<file path="config.mk">
export PLATFORM = sky130hd
export DESIGN_NAME = move_sequencer_flat
export DESIGN_NICKNAME = d
export VERILOG_FILES = /design/src/rtl/chess_pkg.sv /design/src/rtl/move_sequencer_if.sv /design/src/rtl/move_sequencer.sv /design/src/flat_wrapper.sv
export SDC_FILE = /design/constraint.sdc
export NUM_CORES = 1
export LEC_CHECK = 0
export ABC_CLOCK_PERIOD_IN_PS = 4700
export CAP_MARGIN = 20
export CORE_MARGIN = 2
export CORE_UTILIZATION = 50
export CTS_CLUSTER_DIAMETER = 150
export DETAILED_ROUTE_END_ITERATION = 16
export GPL_TIMING_DRIVEN = 0
export PLACE_DENSITY = 0.75
export SLEW_MARGIN = 10
export SYNTH_ARGS = -nofsm -noshare
export SYNTH_HDL_FRONTEND = slang
export SYNTH_SLANG_ARGS = --single-unit
</file>
<file path="constraint.sdc">
create_clock -name clk -period 4.7 [get_ports clk]
set_input_delay 0.47 -clock clk [delete_from_list [all_inputs] [get_ports clk]]
set_output_delay 0.47 -clock clk [all_outputs]
set_load 0.005 [all_outputs]
</file>
<file path="src/rtl/chess_pkg.sv">
// Shared chess definitions: piece codes, square type, sequencer states,
// mask indexing and colour classification.
package chess_pkg;

  localparam int unsigned SQ_W   = 6;
  localparam int unsigned CODE_W = 4;
  localparam int unsigned MASK_W = 64;

  typedef logic [SQ_W-1:0]   square_t;
  typedef logic [CODE_W-1:0] code_t;
  typedef logic [MASK_W-1:0] mask_t;

  typedef enum logic [3:0] {
    EMPTY    = 4'h0,
    W_PAWN   = 4'h1,
    W_KNIGHT = 4'h2,
    W_BISHOP = 4'h3,
    W_ROOK   = 4'h4,
    W_QUEEN  = 4'h5,
    W_KING   = 4'h6,
    B_PAWN   = 4'h7,
    B_KNIGHT = 4'h8,
    B_BISHOP = 4'h9,
    B_ROOK   = 4'hA,
    B_QUEEN  = 4'hB,
    B_KING   = 4'hC,
    MARK     = 4'hD
  } piece_e;

  typedef enum logic [2:0] {
    S_IDLE,
    S_QUERY,
    S_CHECK,
    S_PICK,
    S_GEN,
    S_SELECTED,
    S_PLACE
  } state_e;

  // Board masks are MSB-first: square (0,0) is bit 63.
  function automatic logic [5:0] mask_idx(input square_t sq);
    return 6'(7'd63 - 7'({sq[5:3], 3'b000}) - 7'(sq[2:0]));
  endfunction

  function automatic logic is_own_piece(input code_t code, input logic white);
    if (white) return (code >= 4'(W_PAWN)) && (code <= 4'(W_KING));
    else       return (code >= 4'(B_PAWN)) && (code <= 4'(B_KING));
  endfunction

endpackage

</file>
<file path="src/rtl/move_sequencer_if.sv">
// Mouse/board/move-generator signal bundle for the move sequencer.
interface move_sequencer_if;
  import chess_pkg::*;

  logic    click;
  square_t click_pos;
  code_t   sq_code;
  mask_t   possible_moves;
  logic    moves_valid;
  square_t query_xy;
  logic    pick_piece;
  logic    place_piece;
  square_t place_pos;
  logic    gen_start;
  square_t src_pos;
  logic    white_turn;
  logic    move_done;
  logic    busy;

  modport master (
    input  click, click_pos, sq_code, possible_moves, moves_valid,
    output query_xy, pick_piece, place_piece, place_pos, gen_start,
           src_pos, white_turn, move_done, busy
  );

  modport slave (
    output click, click_pos, sq_code, possible_moves, moves_valid,
    input  query_xy, pick_piece, place_piece, place_pos, gen_start,
           src_pos, white_turn, move_done, busy
  );

endinterface

</file>
<file path="src/rtl/move_sequencer.sv">
// Turns mouse clicks into pick / generate / place sequences against the board
// and move generator, tracking whose turn it is.
module move_sequencer
  import chess_pkg::*;
#(
  parameter int unsigned GEN_TIMEOUT = 255
) (
  input  logic             clk,
  input  logic             rst,
  move_sequencer_if.master bus
);

  localparam int unsigned CNT_W = $clog2(GEN_TIMEOUT + 1);

  state_e           state_q, state_d;
  square_t          query_xy_q, query_xy_d;
  square_t          src_pos_q, src_pos_d;
  square_t          place_pos_q, place_pos_d;
  mask_t            mask_q, mask_d;
  logic [CNT_W-1:0] cnt_q, cnt_d;
  logic             pick_q, pick_d;
  logic             place_q, place_d;
  logic             gen_q, gen_d;
  logic             done_q, done_d;
  logic             white_q, white_d;
  logic             busy_q, busy_d;

  always_ff @(posedge clk or posedge rst) begin
    if (rst) begin
      state_q     <= S_IDLE;
      query_xy_q  <= '0;
      src_pos_q   <= '0;
      place_pos_q <= '0;
      mask_q      <= '0;
      cnt_q       <= '0;
      pick_q      <= 1'b0;
      place_q     <= 1'b0;
      gen_q       <= 1'b0;
      done_q      <= 1'b0;
      white_q     <= 1'b1;
      busy_q      <= 1'b0;
    end else begin
      state_q     <= state_d;
      query_xy_q  <= query_xy_d;
      src_pos_q   <= src_pos_d;
      place_pos_q <= place_pos_d;
      mask_q      <= mask_d;
      cnt_q       <= cnt_d;
      pick_q      <= pick_d;
      place_q     <= place_d;
      gen_q       <= gen_d;
      done_q      <= done_d;
      white_q     <= white_d;
      busy_q      <= busy_d;
    end
  end

  // Pulse outputs are computed on the transition so they appear together
  // with the state they belong to.
  always_comb begin
    state_d     = state_q;
    query_xy_d  = query_xy_q;
    src_pos_d   = src_pos_q;
    place_pos_d = place_pos_q;
    mask_d      = mask_q;
    cnt_d       = cnt_q;
    pick_d      = 1'b0;
    place_d     = 1'b0;
    gen_d       = 1'b0;
    done_d      = 1'b0;
    white_d     = white_q;

    unique case (state_q)
      S_IDLE: begin
        if (bus.click) begin
          query_xy_d = bus.click_pos;
          src_pos_d  = bus.click_pos;
          state_d    = S_QUERY;
        end
      end
      S_QUERY: state_d = S_CHECK;
      S_CHECK: begin
        if (is_own_piece(bus.sq_code, white_q)) begin
          state_d     = S_PICK;
          pick_d      = 1'b1;
          place_pos_d = src_pos_q;
        end else begin
          state_d = S_IDLE;
        end
      end
      S_PICK: begin
        state_d = S_GEN;
        gen_d   = 1'b1;
        cnt_d   = '0;
      end
      S_GEN: begin
        if (bus.moves_valid) begin
          mask_d  = bus.possible_moves;
          state_d = S_SELECTED;
        end else if (cnt_q == CNT_W'(GEN_TIMEOUT - 1)) begin
          // No answer from the generator: put the piece back, turn unchanged.
          cnt_d       = cnt_q + CNT_W'(1);
          state_d     = S_PLACE;
          place_d     = 1'b1;
          place_pos_d = src_pos_q;
        end else begin
          cnt_d = cnt_q + CNT_W'(1);
        end
      end
      S_SELECTED: begin
        if (bus.click) begin
          if (bus.click_pos == src_pos_q) begin
            state_d     = S_PLACE;
            place_d     = 1'b1;
            place_pos_d = src_pos_q;
          end else if (mask_q[mask_idx(bus.click_pos)]) begin
            state_d     = S_PLACE;
            place_d     = 1'b1;
            place_pos_d = bus.click_pos;
            done_d      = 1'b1;
            white_d     = ~white_q;
          end
        end
      end
      S_PLACE: state_d = S_IDLE;
      default: state_d = S_IDLE;
    endcase

    busy_d = !((state_d == S_IDLE) || (state_d == S_SELECTED));
  end

  assign bus.query_xy    = query_xy_q;
  assign bus.src_pos     = src_pos_q;
  assign bus.place_pos   = place_pos_q;
  assign bus.pick_piece  = pick_q;
  assign bus.place_piece = place_q;
  assign bus.gen_start   = gen_q;
  assign bus.move_done   = done_q;
  assign bus.white_turn  = white_q;
  assign bus.busy        = busy_q;

endmodule
</file>
<file path="src/flat_wrapper.sv">
// flat-port wrapper written by rule: the top's interface ports become plain ports
module move_sequencer_flat import chess_pkg::*;
#(
  parameter int unsigned GEN_TIMEOUT = 255
)
  (clk, rst, bus_click, bus_click_pos, bus_sq_code, bus_possible_moves, bus_moves_valid, bus_query_xy, bus_pick_piece, bus_place_piece, bus_place_pos, bus_gen_start, bus_src_pos, bus_white_turn, bus_move_done, bus_busy);
  move_sequencer_if bus_i ();
  input  logic clk;
  input  logic rst;
  input wire logic [$bits(bus_i.click)-1:0] bus_click;
  input wire logic [$bits(bus_i.click_pos)-1:0] bus_click_pos;
  input wire logic [$bits(bus_i.sq_code)-1:0] bus_sq_code;
  input wire logic [$bits(bus_i.possible_moves)-1:0] bus_possible_moves;
  input wire logic [$bits(bus_i.moves_valid)-1:0] bus_moves_valid;
  output wire logic [$bits(bus_i.query_xy)-1:0] bus_query_xy;
  output wire logic [$bits(bus_i.pick_piece)-1:0] bus_pick_piece;
  output wire logic [$bits(bus_i.place_piece)-1:0] bus_place_piece;
  output wire logic [$bits(bus_i.place_pos)-1:0] bus_place_pos;
  output wire logic [$bits(bus_i.gen_start)-1:0] bus_gen_start;
  output wire logic [$bits(bus_i.src_pos)-1:0] bus_src_pos;
  output wire logic [$bits(bus_i.white_turn)-1:0] bus_white_turn;
  output wire logic [$bits(bus_i.move_done)-1:0] bus_move_done;
  output wire logic [$bits(bus_i.busy)-1:0] bus_busy;
  assign bus_i.click = bus_click;
  assign bus_i.click_pos = bus_click_pos;
  assign bus_i.sq_code = bus_sq_code;
  assign bus_i.possible_moves = bus_possible_moves;
  assign bus_i.moves_valid = bus_moves_valid;
  assign bus_query_xy = bus_i.query_xy;
  assign bus_pick_piece = bus_i.pick_piece;
  assign bus_place_piece = bus_i.place_piece;
  assign bus_place_pos = bus_i.place_pos;
  assign bus_gen_start = bus_i.gen_start;
  assign bus_src_pos = bus_i.src_pos;
  assign bus_white_turn = bus_i.white_turn;
  assign bus_move_done = bus_i.move_done;
  assign bus_busy = bus_i.busy;
  move_sequencer #(.GEN_TIMEOUT(GEN_TIMEOUT)) u_core (.clk(clk), .rst(rst), .bus(bus_i));
endmodule
</file>
==> impl_metrics.yaml <==
run_status:
  status: "finished clean"
final_layout:
  final_core_util: 0.672
  instances_no_fill: 571
  final_cell_area_mm2: 0.00589
  layout-drive-gt1-share: 0.266
  synthToLayoutAreaGrowth_pct: 30.0
  nNetsFinal: 538
  diodes: 0
timing:
  worstMarginPinSlew_ns: 0.871
  setup_slack_ns: 2.06
  fin_setup_tns_ns: 0
  setup-violations-final: 0
  hold_viol: 0
  max_freq_mhz: 379
  min_period_ns: 2.64
  whs_ns: 0.474
  skew_ns: 0.0136
  maxSlewViolCount: 0
  finalCritPeriodShare: 0.562
  relSlewSlack: 0.414
  rsz0062_at_grt: "false"
floorplan:
  die_area_mm2: 0.00984
  die_w_um: 99.2
  die_h_um: 99.2
  core_mm2: 0.00876
  rows: 34
  io_pins: 102
  start_util: 0.517
placed_design:
  dp_hpwl_um: 7160
  gp_routability_congestion: 0.795
  place_inst: 555
  place_ws_ns: 1.67
  place_area_mm2: 0.00567
  io_buffers: 97
logic_synthesis:
  netlist_instances: 349
  yosys.area.top_type: "dfrtp_1"
  ys_top_cells_by_count: "92 x dfrtp_1, 71 x mux2_2, 24 x nand2_1, 19 x nor2_1, 16 x mux2i_1"
  async_flop_share: 1.00
  yosysWarnings: 0
  ys_top_cells_by_area: "dfrtp_1 51%, mux2_2 18%, mux4_2 4.0%"
  synth.top_cell.area_share: 0.508
  synth_edf_count: 0
  synth_seq_area_share: 0.514
  synth-main-ff-cell: "dfrtp_1"
  syn_nets: 429
  yosysUniqueCellTypes: 47
  ys_ff_latch: 93
  yosysMostFrequentCell: "dfrtp_1"
  synth_area_mm2: 0.00453
  avgSynthCellArea_um2: 13.0
worst_setup_path:
  cp_slowest_cell: "clkdlybuf4s50_1"
  cp-start-kind: "input pin"
  crit_family: "buffers and inverters"
  cp_data_required_time_ns: 4.94
  arrival_ns: 2.88
  crit_path_max_incr_delay_ns: 0.58
  critPathLaunch: "bus_click_pos[0]"
  crit_fanout: 10
  r2r_start: "u_core.state_q[2]"
  worst-path-buf-inv: 2
  cp-end-kind: "flop"
  path_cells: "clkdlybuf4s50_1, buf_6, mux4_2, mux2i_1, nand2_1, and3_4, o32ai_4, nor2_1, a221o_1"
  critPathKind: "in2reg"
  ff2ff_path_depth: 6
  worst-path-stages: 9
power:
  pwr-share-comb: 0.369
  pwr-share-seq: 0.442
  p_sw_uw: 923
  switching_share: 0.293
  internal_power_mw: 2.23
  peakVddDrop_mv: 0.222
  power.total_mw: 3.15
  clock_power_share: 0.188
  power_density_mw_per_mm2: 535
  leakagePower_nw: 2.50
drt:
  dr.pass1.iters: 4
  wl_um: 9460
  vias_per_cell: 5.48
  ant_nets: 0
  wl_per_cell_um: 16.6
  drc: 0
  drt_iter0_markers: 108
  dr_total_vias: 3127
grt:
  grt_pass1_vias: 3232
  grt_first_pass_wirelength_um: 15700
  grt_max_degree: 59
  grt_remaining_overflow: 0
  grt_usage: 0.200
  antenna_found_initial: 0
clocking:
  post_cts_resized: 0
  cts_tree: "yes"
  clk_pin_slew_ns: 0.09
  cts_setup_buffers: 0
  insertion_delay_ns: 0.36
  root_buffer: "clkbuf_8"
  cts_made_buffers: 9
  cts_hold_buf: 0
  clockBufferDepth: 2
  clock-sinks: 93
  htreeDepth: 3
hold_path:
  hold_class: "in2async"
flow_run:
  drv_cap: 0
[layout make-up]
cell class | instances | area [um^2]
tap | 108 | 135
clock buffer | 10 | 128
fill | 678 | 2880
clock inverter | 6 | 93.8
inverter | 4 | 17.5
multi-input combinational | 227 | 2000
sequential | 93 | 2330
buffer | 25 | 188
timing repair buffer | 98 | 998
[flip-flops by register name, summed over array words and instances (netlist names)]
register                cells
u_core.bus.src_pos          6
u_core.state_q              3
u_core.bus.place_pos        6
u_core.bus.place_piece      1
u_core.bus.move_done        1
u_core.mask_q              64
u_core.bus.busy             1
u_core.cnt_q                8
u_core.bus.pick_piece       1
u_core.bus.gen_start        1
u_core.bus.white_turn       1
[cells by family (layout without fill, tap and decap cells)]
| logic type | count (synthesis) | in the layout | share of synthesized area |
|---|---|---|---|
| simple gates | 82 | 82 | 0.0903 |
| xor+xnor | 13 | 13 | 0.0251 |
| buf+inv | 29 | 143 | 0.0447 |
| flops | 93 | 93 | 0.514 |
| compound gates | 33 | 33 | 0.0569 |
| mux | 97 | 97 | 0.263 |
| fa+ha+maj | 2 | 2 | 0.00552 |
[cell usage in the layout, fill, tap and decap left out, drive strengths merged, types with 3 or more instances in the layout]
cell type and n:
clkdlybuf4s50 97, dfrtp 92, mux2 71, nand2 24, buf 23, nor2 19
mux2i 16, clkbuf 13, xor2 10, mux4 10, nand3 9, o21ai 9
a21oi 6, a221o 6, nor2b 6, inv 6, nor3 5, nand2b 4
nand4 4, xnor2 3
[power by group through the flow]
| stage | Sequential, mW | Clock [mW] | Combinational [mW] |
|---|---|---|---|
| 6_report | 1.39 | 0.593 | 1.16 |
| 4_1_cts | 1.39 | 0.604 | 1.18 |
| 2_1_floorplan | 1.34 | 0 | 0.798 |
| 3_3_place_gp | 1.39 | 0 | 1.14 |
| 3_5_place_dp | 1.41 | 0 | 1.18 |
| 5_1_grt | 1.44 | 0.643 | 1.27 |
[layer usage]
layer / share of wire / global-route usage
met1: 0.44 / 0.263
met2: 0.49 / 0.333
met3: 0.064 / 0.0548
met4: 0.011 / 0.0516
met5: 0 / 0
[path summary, 6_finish.rpt]
check / to / slack, ns
worst min-delay path: u_core.cnt_q[2] / 0.47
worst max register to register: u_core.mask_q[14] / 2.35
max in group asynchronous: u_core.mask_q[9] / 3.58
worst min register to register: u_core.mask_q[42] / 0.51
min in group clk: u_core.mask_q[42] / 0.51
worst max-delay path: u_core.bus.place_pos[0] / 2.06
Power figures use the tool's default switching activity.
